<file path="src/rtl/mem_port_arbiter.sv">
// mem_port_arbiter
// Shares one single-ported unified memory between instruction fetch and the
// data (load/store) stage. A three-state FSM serialises the accesses. All
// memory-side outputs, done pulses and read data are registered. The stall
// outputs are combinational.
//
// Optional feature macro: TIMEOUT_EN
//   When TIMEOUT_EN is defined, an access whose mem_ready has not arrived
//   after TIMEOUT_CYCLES waiting cycles is aborted. The abort pulses done and
//   bus_err and returns zero data. When TIMEOUT_EN is undefined, bus_err is
//   tied to 0 and an access waits indefinitely.
//
// Ports:
//   clk, rst             rising-edge clock, asynchronous active-high reset
//   if_req/if_addr       fetch request (level) and address
//   if_done/if_rdata     fetch completion pulse and registered fetch data
//   dm_req/dm_we/dm_addr/dm_wdata  data request, store flag, address, data
//   dm_done/dm_rdata     data completion pulse and registered load data
//   stall_if, stall_mem  pipeline hold requests
//   mem_req/mem_we/mem_addr/mem_wdata  registered memory command
//   mem_ready/mem_rdata  memory completion and read data
//   bus_err              pulse coincident with a done caused by timeout
module mem_port_arbiter #(
  parameter int ADDR_W         = 32,
  parameter int DATA_W         = 32,
  parameter int MAX_DATA_BURST = 4,
  parameter int TIMEOUT_CYCLES = 64
) (
  input  logic              clk,
  input  logic              rst,
  input  logic              if_req,
  input  logic [ADDR_W-1:0] if_addr,
  output logic              if_done,
  output logic [DATA_W-1:0] if_rdata,
  input  logic              dm_req,
  input  logic              dm_we,
  input  logic [ADDR_W-1:0] dm_addr,
  input  logic [DATA_W-1:0] dm_wdata,
  output logic              dm_done,
  output logic [DATA_W-1:0] dm_rdata,
  output logic              stall_if,
  output logic              stall_mem,
  output logic              mem_req,
  output logic              mem_we,
  output logic [ADDR_W-1:0] mem_addr,
  output logic [DATA_W-1:0] mem_wdata,
  input  logic              mem_ready,
  input  logic [DATA_W-1:0] mem_rdata,
  output logic              bus_err
);

  typedef enum logic [1:0] {IDLE = 2'd0, BUSY_I = 2'd1, BUSY_D = 2'd2} state_t;

  localparam logic [3:0] BURST_MAX = 4'(MAX_DATA_BURST);

  state_t            state_q, state_d;
  logic              mem_req_q, mem_req_d;
  logic              mem_we_q, mem_we_d;
  logic [ADDR_W-1:0] mem_addr_q, mem_addr_d;
  logic [DATA_W-1:0] mem_wdata_q, mem_wdata_d;
  logic [DATA_W-1:0] if_rdata_q, if_rdata_d;
  logic [DATA_W-1:0] dm_rdata_q, dm_rdata_d;
  logic              if_done_q, if_done_d;
  logic              dm_done_q, dm_done_d;
  logic [3:0]        burst_q, burst_d;
  logic              if_elig, dm_elig;
  logic              complete, abort;

`ifdef TIMEOUT_EN
  localparam logic [7:0] TMO_LAST = 8'(TIMEOUT_CYCLES - 1);
  logic [7:0] tmo_q, tmo_d;
  logic       bus_err_q, bus_err_d;
`endif

  // A requester whose done is high this cycle is still holding the request
  // that just completed. Blocking it here keeps that request from being
  // re-granted.
  assign if_elig = if_req & ~if_done_q;
  assign dm_elig = dm_req & ~dm_done_q;

  always_comb begin
    state_d     = state_q;
    mem_req_d   = mem_req_q;
    mem_we_d    = mem_we_q;
    mem_addr_d  = mem_addr_q;
    mem_wdata_d = mem_wdata_q;
    if_rdata_d  = if_rdata_q;
    dm_rdata_d  = dm_rdata_q;
    if_done_d   = 1'b0;
    dm_done_d   = 1'b0;
    burst_d     = burst_q;
    complete    = 1'b0;
    abort       = 1'b0;
`ifdef TIMEOUT_EN
    tmo_d       = tmo_q;
    bus_err_d   = 1'b0;
`endif
    case (state_q)
      IDLE: begin
        // Data has priority until it has won MAX_DATA_BURST grants in a row
        // while fetch competes. After that, fetch gets the next slot.
        if (dm_elig && (!if_elig || burst_q < BURST_MAX)) begin
          state_d     = BUSY_D;
          mem_req_d   = 1'b1;
          mem_we_d    = dm_we;
          mem_addr_d  = dm_addr;
          mem_wdata_d = dm_wdata;
          if (burst_q < BURST_MAX) burst_d = burst_q + 4'd1;
`ifdef TIMEOUT_EN
          tmo_d = '0;
`endif
        end else if (if_elig) begin
          state_d    = BUSY_I;
          mem_req_d  = 1'b1;
          mem_we_d   = 1'b0;
          mem_addr_d = if_addr;
          burst_d    = '0;
`ifdef TIMEOUT_EN
          tmo_d = '0;
`endif
        end else if (!if_req) begin
          burst_d = '0;
        end
      end
      BUSY_I, BUSY_D: begin
        // A mem_ready that arrives in the last allowed cycle still wins over the abort.
        if (mem_ready) complete = 1'b1;
`ifdef TIMEOUT_EN
        else if (tmo_q == TMO_LAST) abort = 1'b1;
        else tmo_d = tmo_q + 8'd1;
`endif
        if (complete || abort) begin
          state_d   = IDLE;
          mem_req_d = 1'b0;
          mem_we_d  = 1'b0;
          if (!if_req) burst_d = '0;
`ifdef TIMEOUT_EN
          bus_err_d = abort;
`endif
          if (state_q == BUSY_I) begin
            if_done_d  = 1'b1;
            if_rdata_d = abort ? '0 : mem_rdata;
          end else begin
            dm_done_d = 1'b1;
            if (abort) dm_rdata_d = '0;
            else if (!mem_we_q) dm_rdata_d = mem_rdata;
          end
        end
      end
      default: state_d = IDLE;
    endcase
  end

  always_ff @(posedge clk or posedge rst) begin
    if (rst) begin
      state_q     <= IDLE;
      mem_req_q   <= 1'b0;
      mem_we_q    <= 1'b0;
      mem_addr_q  <= '0;
      mem_wdata_q <= '0;
      if_rdata_q  <= '0;
      dm_rdata_q  <= '0;
      if_done_q   <= 1'b0;
      dm_done_q   <= 1'b0;
      burst_q     <= '0;
    end else begin
      state_q     <= state_d;
      mem_req_q   <= mem_req_d;
      mem_we_q    <= mem_we_d;
      mem_addr_q  <= mem_addr_d;
      mem_wdata_q <= mem_wdata_d;
      if_rdata_q  <= if_rdata_d;
      dm_rdata_q  <= dm_rdata_d;
      if_done_q   <= if_done_d;
      dm_done_q   <= dm_done_d;
      burst_q     <= burst_d;
    end
  end

`ifdef TIMEOUT_EN
  always_ff @(posedge clk or posedge rst) begin
    if (rst) begin
      tmo_q     <= '0;
      bus_err_q <= 1'b0;
    end else begin
      tmo_q     <= tmo_d;
      bus_err_q <= bus_err_d;
    end
  end
  assign bus_err = bus_err_q;
`else
  assign bus_err = 1'b0;
`endif

  assign mem_req   = mem_req_q;
  assign mem_we    = mem_we_q;
  assign mem_addr  = mem_addr_q;
  assign mem_wdata = mem_wdata_q;
  assign if_done   = if_done_q;
  assign dm_done   = dm_done_q;
  assign if_rdata  = if_rdata_q;
  assign dm_rdata  = dm_rdata_q;
  assign stall_if  = if_req & ~if_done_q;
  assign stall_mem = dm_req & ~dm_done_q;

endmodule

</file>
<file path="config.mk">
export PLATFORM = sky130hd
export DESIGN_NAME = mem_port_arbiter
export DESIGN_NICKNAME = d
export VERILOG_FILES = /design/src/rtl/mem_port_arbiter.sv
export SDC_FILE = /design/constraint.sdc
export NUM_CORES = 1
export LEC_CHECK = 0
export BUFFER_PORTS_ARGS = -buffer_cell sky130_fd_sc_hd__buf_2
export CORE_MARGIN = 3
export CORE_UTILIZATION = 46
export CTS_CLUSTER_SIZE = 10
export DETAILED_ROUTE_END_ITERATION = 10
export GPL_ROUTABILITY_DRIVEN = 0
export PLACE_DENSITY = 0.82
export RECOVER_POWER = 100
export SYNTH_ARGS = -nofsm -noshare
export SYNTH_HDL_FRONTEND = slang
export SYNTH_SLANG_ARGS = --single-unit
</file>
<file path="constraint.sdc">
create_clock -name clk -period 5.09 [get_ports clk]
set_input_delay 1.018 -clock clk [delete_from_list [all_inputs] [get_ports clk]]
set_output_delay 1.018 -clock clk [all_outputs]
set_load 0.03 [all_outputs]
</file>
[After elaboration in Yosys (flattened, before gate mapping)]
Cells that the tools add are included.
Operators by class
  $add $sub $neg: 1
  multipliers: 0
  divide/modulo/power cells: 0
  order comparisons: 1
  equal/unequal tests: 5
  shifts and indexed selects: 0
  muxes and demuxes: 27
  bitwise gates (word level): 6
  reduce and logical (&&, ||, !) cells: 14
Operator list (count)
  $mux W32: 2
  $mux W4: 5
  $mux W1: 13
  $reduce_and A3 Y1: 3
  $pmux W4 S2: 1
  $mux W2: 3
  $ne A3 B3 Y1 const B: 2
  $reduce_and A2 Y1: 3
  $add A4 B1 Y4 const B: 1
  $lt A4 B3 Y1 const B: 1
  $not A1 Y1: 4
  $pmux W1 S2: 2
  $pmux W2 S2: 1
  $reduce_and A4 Y1: 1
  $reduce_bool A2 Y1: 2
  $and A1 B1 Y1: 2
  $eq A2 B1 Y1 const B: 1
  $eq A2 B2 Y1 const B: 1
  $logic_not A2 Y1: 1
  $ne A2 B2 Y1 const B: 1
  $reduce_or A2 Y1: 1
  $logic_and A1 B1 Y1: 1
  $logic_not A1 Y1: 1
  $logic_or A1 B1 Y1: 1
Word-level totals
  register bits after elaboration: 138
  latch bits: 0
  memory bits (writable): 0
  ROM bits: 0
  output and inout bits: 135
  word-level logic and storage cells: 64
  memories kept: 0

[Depth between registers and ports, before layout]
Gate-level depths: netlist of run 1.
  depth after elaboration: 7
  depth in mapped cells: 7
  gate-level depth less buffers: 6

[Worst setup path after synthesis of run 1]
No wires, ideal clock.
  path kind: in2out
  start point: input dm_req
  end point: output stall_mem
  arrival: 1.399 ns
  setup slack: 2.673 ns
  cell stages on the path: 2
  buffers on the path: 0
  path through: nand2b_2 inv_1
Between the ends
  cells in the longest elaborated chain, start to end: 1
Ends and longest elaborated chain
  from (decl): RTL line 35  | input logic dm_req,
  $and A1 B1 Y1: RTL line 204  | assign stall_mem = dm_req & ~dm_done_q;
  to (decl): RTL line 42  | output logic stall_mem,
Every way passes these cells.

[Worst setup path after layout of run 1]
  start point: input dm_req
  end point: register mem_we_q, in the netlist mem_we
Between the ends
  cells in the longest elaborated chain, start to end: 4
Ends and longest elaborated chain
  $and A1 B1 Y1 *: RTL line 79  | assign dm_elig = dm_req & ~dm_done_q;
  $logic_and A1 B1 Y1 *: RTL line 102  | if (dm_elig && (!if_elig || burst_q < BURST_MAX)) begin
  $ne A3 B3 Y1 (no line) or $mux W1 (tied branches)
  $reduce_and A3 Y1 (no line) or $pmux W1 S2 (tied branches)
  to (signal assigned): RTL line 169  | mem_we_q <= mem_we_d;
  to (decl): RTL line 58  | logic mem_we_q, mem_we_d;
Mark *: on every way between the ends. The rest lies on a longest branch, timed or not.
A chain may end at the register's enable or synchronous reset.

==> impl_metrics.ini, run 1 <==
[routing]
drt_first_pass_iters = 4
drt-initial-drc-count = 257
routed_wl_mm = 14.1
drc_errors = 0
via_count = 4218
wire_per_inst_um = 17.1
vias_per_cell = 5.13
antenna_left = 0

[floorplanning]
start_util_pct = 48.3
die_y_um = 117
core_area_um2 = 11700
boundaryPins = 269
die_x_um = 117
die-area_um2 = 13700
rows = 39

[layout]
fin_util_pct = 63.2
syn2layout_area_growth_pct = 30.8
fill_cells = 978
antenna_cells = 0
final_cell_area_um2 = 7400
fin_nets = 805
drive_gt1_share_pct = 34.6

[timing]
fmax_mhz = 257
post-route-period-util_pct = 76.6
period_needed_ps = 3900
fin_tns_setup_ps = 0
finalHoldViolations = 0
worst_slew_pin_slew_ps = 1830
rsz0062_at_grt = no
finalClockSkew_ps = 17.6
setup_viol = 0
slew-limit-headroom_pct = -22.2
slew_viol_final = 67

[logic_synthesis]
synthMuxAreaShare_pct = 21.3
synth_compound_area_share_pct = 9.99
ys_types = 34
synthSimpleGateAreaFrac_pct = 3.98
yosys_warnings = 0
synth_top_flop_cell = dfrtp_1
synth_area_um2 = 5660
syn_nets = 540
avgSynthCellArea_um2 = 14.0
synth_top_family_by_area = multiplexers
ys_seq_elements = 138
seq_area_frac_synth_pct = 61.0
syn_inst = 403
yosys.area_share.xor_xnor_pct = 0
synth_edf_count = 0
synth-async-reset-ratio_pct = 100
synthAdderAreaFrac_pct = 0.663

[placed_design]
placed_area_um2 = 7080
place_hpwl_mm = 10.3
io_buffers = 267

[cts]
htreeDepth = 4
path_clk_slew_ps = 60
clockBufferDepth = 2
tritoncts = yes
cts_resized = 0
clkLatencyLatePin_ps = 410
clockRootBuffer = clkbuf_16
cts.hold.buffers_added = 0
cts_made_buffers = 17
clock_sinks = 138
post_cts_buffers = 0

[grt]
grt_max_degree = 85
overflow = 0
grt_pass1_wl_mm = 21.3
grt_pass1_vias = 4357
grt_usage_pct = 20.3
antenna_found_initial = 1

[critical_path]
critPathMostFrequentCell = inv_1
path_class = primary input to register
slowest_stage = clkbuf_1
crit_chain = buf_2 > nand2b_1 > inv_1 > o21ai_0 > clkbuf_1 > inv_1 > a32o_1
crit_path_max_incr_delay_ps = 1080
endpoint_kind = register
required_ps = 5390
cp-start-kind = primary input
critPathBufInv = 4
cp_top_family = buffers and inverters
cp_max_fo = 34
r2r_setup_slack_ps = 1500
crit_arrival_ps = 4200

[power]
p_leak_nw = 3.40
worst_ir_drop_vdd_mv = 0.482
power.total_mw = 6.02
powerDensity_nw_per_um2 = 813

[run_status]
outcome = finished with violations
violations = capacitance limit, slew limit

[flow_run]
cap_violations = 2

[hold_path]
hp-class = register to register
[Yosys cell counts (2+ instances only)]
| cell | instances | area share [%] |
|---|---|---|
| buf_1 | 3 | 0.20 |
| mux2_2 | 67 | 13 |
| buf_6 | 3 | 0.60 |
| nand3_1 | 2 | 0.18 |
| dfrtp_1 | 138 | 61 |
| nand2b_2 | 2 | 0.31 |
| a21oi_1 | 34 | 3.0 |
| ha_1 | 3 | 0.66 |
| mux2_4 | 30 | 8.0 |
| inv_1 | 7 | 0.46 |
| nand2_1 | 36 | 2.4 |
| nor2_1 | 6 | 0.40 |
| buf_2 | 15 | 1.3 |
| a22o_1 | 3 | 0.46 |
| clkbuf_1 | 3 | 0.20 |
| a2bb2oi_1 | 32 | 5.0 |
| o2bb2ai_1 | 2 | 0.31 |
[report_power, final]
group | switching [mW] | total, mW | internal (mW)
sequential | 0.299 | 1.95 | 1.65
combinational | 1.90 | 2.79 | 0.897
clock | 0.452 | 1.28 | 0.823
total | 2.65 | 6.02 | 3.37
[sequential cells by signal (all words and copies together) (netlist names), 2 cells and up]
register,cells
mem_wdata,32
state_q,2
if_rdata,32
dm_rdata,32
burst_q,4
mem_addr,32
[final timing paths]
| path | startpoint | to | depth (start not counted) |
|---|---|---|---|
| setup / recovery | dm_req | mem_we$_DFFE_PP0P_ | 7 |
| hold / removal | mem_wdata[15]$_DFFE_PP0P_ | mem_wdata[15]$_DFFE_PP0P_ | 1 |
| setup reg to reg | dm_done$_DFF_PP0_ | mem_we$_DFFE_PP0P_ | 6 |
| hold reg to reg | mem_wdata[15]$_DFFE_PP0P_ | mem_wdata[15]$_DFFE_PP0P_ | 1 |
| max in group asynchronous | rst | if_rdata[15]$_DFFE_PP0P_ | 3 |
| min in group asynchronous | rst | dm_rdata[24]$_DFFE_PP0P_ | 2 |
[cells by family after synthesis]
kind of cell	Yosys count
and+or+nand+nor	52
muxes	97
AOI/OAI and AO/OA	79
adders and majority gates	3
other	1
buffers and inverters	33
DFF	138
[worst reg2reg max path, stage by stage (launching register included)]
cell and delay [ps]:
dfrtp_1 340, nand2b_1 270, inv_1 160, o21ai_0 200
clkbuf_1 1080, inv_1 910, a32o_1 520
[metrics by stage]
step                std cells  hold slack (ps)  setup WS, ps
floorplan                 403              450           376
global placement          792              464          1720
detailed placement        792              486          1630
CTS                       823              499          2040
global route              823              514           988
finish                    823              489          1190
[per-layer routing]
metal  part of all wire [%]  global-route usage (%)
met4                    1.7                    8.64
met3                    9.8                    8.59
met1                     36                    21.8
met5                  0.092                       0
met2                     52                    35.3
[cell usage in the layout, fill, tap and decap left out, types with 3 or more instances in the layout]
cell       Yosys  final
mux2_2        67     67
mux2_1         0     28
clkbuf_16      0     17
bufinv_16      0      3
ha_1           3      3
inv_6          0      3
nor2_1         6      6
nand2_1       36     37
clkbuf_1       3    140
a2bb2oi_1     32     32
clkbuf_8       0      4
inv_1          7      7
dfrtp_1      138    138
a21oi_1       34     34
a22o_1         3      3
buf_2         15    131
[layout make-up]
type / instances / area [um2] / share of cell area (%)
Inverter: 8 / 35.0 / 0.473
Sequential cell: 138 / 3450 / 46.7
Multi-Input combinational cell: 232 / 1930 / 26.1
Clock buffer: 22 / 484 / 6.54
Tap cell: 143 / 179 / 2.42
Timing Repair Buffer: 271 / 1180 / 16.0
Clock inverter: 9 / 136 / 1.84
No activity file was read; power rests on OpenSTA's default activity.
==> inputs of run 2 (changes only) <==
==> constraint.sdc (replaced) <==
create_clock -name clk -period 3.64 [get_ports clk]
set_input_delay 0.728 -clock clk [delete_from_list [all_inputs] [get_ports clk]]
set_output_delay 0.728 -clock clk [all_outputs]
set_load 0.03 [all_outputs]
==> run 2 against run 1 <==
  * The run still ends with capacitance limit, slew limit left
  * Count of clock-buffer cells in the layout up 1
  * Clock skew down 13 ps
  * Via count up 2.0%
  * Non-clock buffer count up 2
  * Register-to-register slack worse by 480 ps
  * Global-route usage up 0.72 points
  * Final area down 1.0%
  * Power up 37%
  * Die area unchanged
  * Cell count up 0.24%
  * Worst hold slack worse by 220 ps
  * Sequential share of layout area up 0.48 points
  * Critical path type is now register to register
==> impl_metrics.ini, run 2 (synthesis gave the netlist of run 1 again) <==
[run_status]
outcome = finished with violations
violations = capacitance limit, slew limit

[timing]
post-route-period-util_pct = 71.9
fmax_mhz = 382
worst_slew_pin_slew_ps = 2010
finalClockSkew_ps = 5.12
rsz0062_at_grt = no
period_needed_ps = 2620
finalHoldViolations = 0
fin_tns_setup_ps = 0
setup_viol = 0
slew-limit-headroom_pct = -33.9
fin_ws_ps = 1020
slew_viol_final = 75

[grt]
grt_pass1_vias = 4533
grt_max_degree = 93
grt_pass1_wl_mm = 22.0
overflow = 0
grt_usage_pct = 21.1
antenna_found_initial = 1

[layout]
fill_cells = 1000
drive_gt1_share_pct = 34.2
syn2layout_area_growth_pct = 29.5
mostFrequentLayoutCell = clkbuf_1
fin_nets = 807
antenna_cells = 0
fin_cells = 825
layout_common_cells = clkbuf_1 (140), dfrtp_1 (138), buf_2 (133)

[critical_path]
slowest_stage = clkbuf_1
r2r_setup_slack_ps = 1020
critPathBufInv = 1
required_ps = 3930
cp_top_family = buffers and inverters
crit_path_max_incr_delay_ps = 1330
crit_chain = ha_1 > nand2_1 > clkbuf_1 > mux2_2
cp-start-kind = register
crit_arrival_ps = 2900
cp_max_fo = 33
path_class = register to register
endpoint_kind = register

[cts]
cts_made_buffers = 17
clockRootBuffer = clkbuf_16
post_cts_buffers = 0
clockBufferDepth = 2
path_clk_slew_ps = 60
htreeDepth = 4
cts.hold.buffers_added = 0
tritoncts = yes
clock_sinks = 138
clkLatencyLatePin_ps = 410
cts_resized = 0

[power]
power.total_mw = 8.23
worst_ir_drop_vdd_mv = 0.682
powerDensity_nw_per_um2 = 1120
p_leak_nw = 3.38

[placed_design]
dp_cells = 794
place_hpwl_mm = 10.6
io_buffers = 267
pre_cts_ws_ps = 1200

[routing]
drt-initial-drc-count = 211
drt_first_pass_iters = 4
vias_per_cell = 5.21
via_count = 4301
routed_wl_mm = 14.5
antenna_left = 0
wire_per_inst_um = 17.6
drc_errors = 0

[floorplanning]
start_util_pct = 48.3
core_area_um2 = 11700
die_x_um = 117
rows = 39
die-area_um2 = 13700
boundaryPins = 269
die_y_um = 117

[hold_path]
hp-class = primary input to asynchronous set/reset pin

[flow_run]
cap_violations = 2
[run 2: power by group]
group	internal, mW	switching (mW)	total (mW)
logic	1.24	2.66	3.90
registers	2.31	0.440	2.75
clock network	0.982	0.599	1.58
total	4.53	3.70	8.23
[run 2: through the flow]
stage / hold WS [ps] / area [um2] / util, %
6_report: 272 / 7330 / 62.6
5_1_grt: 276 / 7330 / 62.6
4_1_cts: 213 / 7650 / 65.3
3_5_place_dp: 473 / 7100 / 60.7
3_3_place_gp: 461 / 7100 / 60.7
2_1_floorplan: 450 / 5660 / -
[run 2: layer usage]
layer / wire length (um) / vias to the layer above / track usage (%)
met5: 13 / - / 0
li1: - / 1977 / -
met3: 1240 / 32 / 8.33
met2: 7520 / 200 / 37.0
met1: 5350 / 2090 / 22.1
met4: 389 / 2 / 9.94
[run 2: path summary, 6_finish.rpt]
| kind | startpoint | endpoint | depth (start not counted) |
|---|---|---|---|
| min in group clk | mem_wdata[28]$_DFFE_PP0P_ | mem_wdata[28]$_DFFE_PP0P_ | 1 |
| max in group asynchronous | rst | mem_addr[13]$_DFFE_PP0P_ | 3 |
| setup / recovery | state_q[0]$_DFFE_PP0P_ | if_rdata[18]$_DFFE_PP0P_ | 4 |
| setup reg to reg | state_q[0]$_DFFE_PP0P_ | if_rdata[18]$_DFFE_PP0P_ | 4 |
| hold / removal | rst | mem_wdata[16]$_DFFE_PP0P_ | 2 |
| hold reg to reg | mem_wdata[28]$_DFFE_PP0P_ | mem_wdata[28]$_DFFE_PP0P_ | 1 |
[run 2: final cells by class]
cell class	count	area [um2]	area share (%)
Clock buffer	23	478	6.52
Clock inverter	8	70.1	0.956
Inverter	8	31.3	0.427
Multi-Input combinational cell	232	1900	26.0
Sequential cell	138	3450	47.1
Tap cell	143	179	2.44
Timing Repair Buffer	273	1210	16.5
[run 2: worst register-to-register path, cell delays in order (launching register included)]
cell      delay (ps)
dfrtp_1          380
ha_1             230
nand2_1           70
clkbuf_1        1330
mux2_2           480
==> inputs of run 3 (changes only) <==
--- a/config.mk
+++ b/config.mk
@@ -7,11 +7,11 @@
 export LEC_CHECK = 0
 export BUFFER_PORTS_ARGS = -buffer_cell sky130_fd_sc_hd__buf_2
 export CORE_MARGIN = 3
-export CORE_UTILIZATION = 46
+export CORE_UTILIZATION = 42
 export CTS_CLUSTER_SIZE = 10
 export DETAILED_ROUTE_END_ITERATION = 10
 export GPL_ROUTABILITY_DRIVEN = 0
-export PLACE_DENSITY = 0.82
+export PLACE_DENSITY = 0.79
 export RECOVER_POWER = 100
 export SYNTH_ARGS = -nofsm -noshare
 export SYNTH_HDL_FRONTEND = slang
==> constraint.sdc (replaced) <==
create_clock -name clk -period 2.15 [get_ports clk]
set_input_delay 0.43 -clock clk [delete_from_list [all_inputs] [get_ports clk]]
set_output_delay 0.43 -clock clk [all_outputs]
set_load 0.03 [all_outputs]
==> run 3 against run 2 <==
  * Routed wire length down 2.2%
  * Largest power group unchanged
  * Critical path type is now register to output pin
  * Core utilization fell by 4.2 points
  * Sequential cell count stayed put
  * Via count shrank 0.91%
  * The flow now finishes without violations
  * Clock skew rose by 4.2 ps
  * Critical path depth shrank 1
  * Non-clock buffer count is 3 higher
  * Largest cell class unchanged
==> impl_metrics.ini, run 3 (synthesis gave the netlist of run 1 again) <==
[power]
powerDensity_nw_per_um2 = 1890
p_leak_nw = 3.45
power.total_mw = 14.2
worst_ir_drop_vdd_mv = 1.20

[critical_path]
crit_arrival_ps = 1520
cp-startpoint = dm_done$_DFF_PP0_
path_class = register to output pin
r2r_start = burst_q[2]$_DFFE_PP0P_
cp-start-kind = register
endpoint_kind = output pin
required_ps = 1720
cp_max_fo = 6
r2r_setup_slack_ps = 260

[placed_design]
place_hpwl_mm = 10.4
pre_cts_ws_ps = 290
dp_cells = 826
io_buffers = 267

[grt]
grt_usage_pct = 19.2
grt_pass1_wl_mm = 22.3
grt_max_degree = 93
antenna_found_initial = 0
grt_pass1_vias = 4531
overflow = 0

[cts]
htreeDepth = 4
path_clk_slew_ps = 60
post_cts_buffers = 0
clkLatencyLatePin_ps = 410
tritoncts = yes
cts_resized = 0
cts.hold.buffers_added = 0
clock_sinks = 138
clockRootBuffer = clkbuf_16
clockBufferDepth = 2
cts_made_buffers = 17

[timing]
rsz0062_at_grt = no
finalHoldViolations = 0
finalClockSkew_ps = 9.30
worst_slew_pin_slew_ps = 1220
period_needed_ps = 1950
fmax_mhz = 513
fin_tns_setup_ps = 0
setup_viol = 0
fin_ws_ps = 202
slew-limit-headroom_pct = 18.7
post-route-period-util_pct = 90.6
slew_viol_final = 0

[hold_path]
hp-class = primary input to register
min-delay-start = dm_wdata[0]

[flow_run]
cap_violations = 0

[run_status]
outcome = finished clean

[layout]
fin_cells = 858
antenna_cells = 0
fin_nets = 810
syn2layout_area_growth_pct = 32.8
drive_gt1_share_pct = 36.6
mostFrequentLayoutCell = dfrtp_1
layout_common_cells = dfrtp_1 (138), clkbuf_1 (133), buf_2 (133)
fin_util_pct = 58.4

[routing]
wire_per_inst_um = 16.5
vias_per_cell = 4.97
drc_errors = 0
routed_wl_mm = 14.2
via_count = 4262
drt_first_pass_iters = 4
drt-initial-drc-count = 204
antenna_left = 0

[floorplanning]
start_util_pct = 44.0
die-area_um2 = 14900
core_area_um2 = 12900
die_x_um = 122
boundaryPins = 269
die_y_um = 122
rows = 41
-- run 3: cell types whose count changed in the layout (fill, tap and decap cells not counted), moves of 3 or more --
cell        before  now
clkbuf_1       140  133
mux2_1          30   26
clkbuf_2         1    4
clkbuf_8         3    0
clkinv_2         5    2
clkinvlp_4       2    5
mux2_4           1    4
-- run 3: final timing paths --
path                                       endpoint  cells past startpoint
hold reg to reg              burst_q[3]$_DFFE_PP0P_                      1
min in group asynchronous  mem_wdata[0]$_DFFE_PP0P_                      3
max in group asynchronous    burst_q[0]$_DFFE_PP0P_                      3
setup reg to reg           mem_addr[21]$_DFFE_PP0P_                      5
setup / recovery                          stall_mem                      3
hold / removal             mem_wdata[0]$_DFFE_PP0P_                      2
-- run 3: critical path, stage by stage, from the launching register on --
cell	delay (ps)
dfrtp_1	390
nand2b_1	260
inv_1	210
clkbuf_2	250
-- run 3: layer usage --
metal	global-route usage (%)	up-vias	wire length (um)
met4	7.56	0	293
met2	33.3	192	7420
met3	6.22	23	1150
met5	0	-	0
met1	22.0	2060	5320
li1	-	1987	-
-- run 3: layout make-up --
type	instances	area, um2
Clock buffer	18	429
Clock inverter	14	173
Fill cell	1155	5360
Inverter	8	31.3
Multi-Input combinational cell	232	1940
Sequential cell	138	3450
Tap cell	172	215
Timing Repair Buffer	276	1270
-- run 3: power by group --
group / leakage, nW / total, mW / internal, mW / switching (mW)
sequential: 1.62 / 4.64 / 3.91 / 0.728
clock: 0.279 / 2.91 / 1.83 / 1.08
combinational: 1.55 / 6.69 / 2.18 / 4.51
-- run 3: per-stage QoR --
stage / cell area (um2) / hold slack [ps]
after floorplan: 5660 / 450
after global placement: 7200 / 470
after detailed placement: 7200 / 476
after CTS: 7800 / 174
after global routing: 7510 / 210
final: 7510 / 232
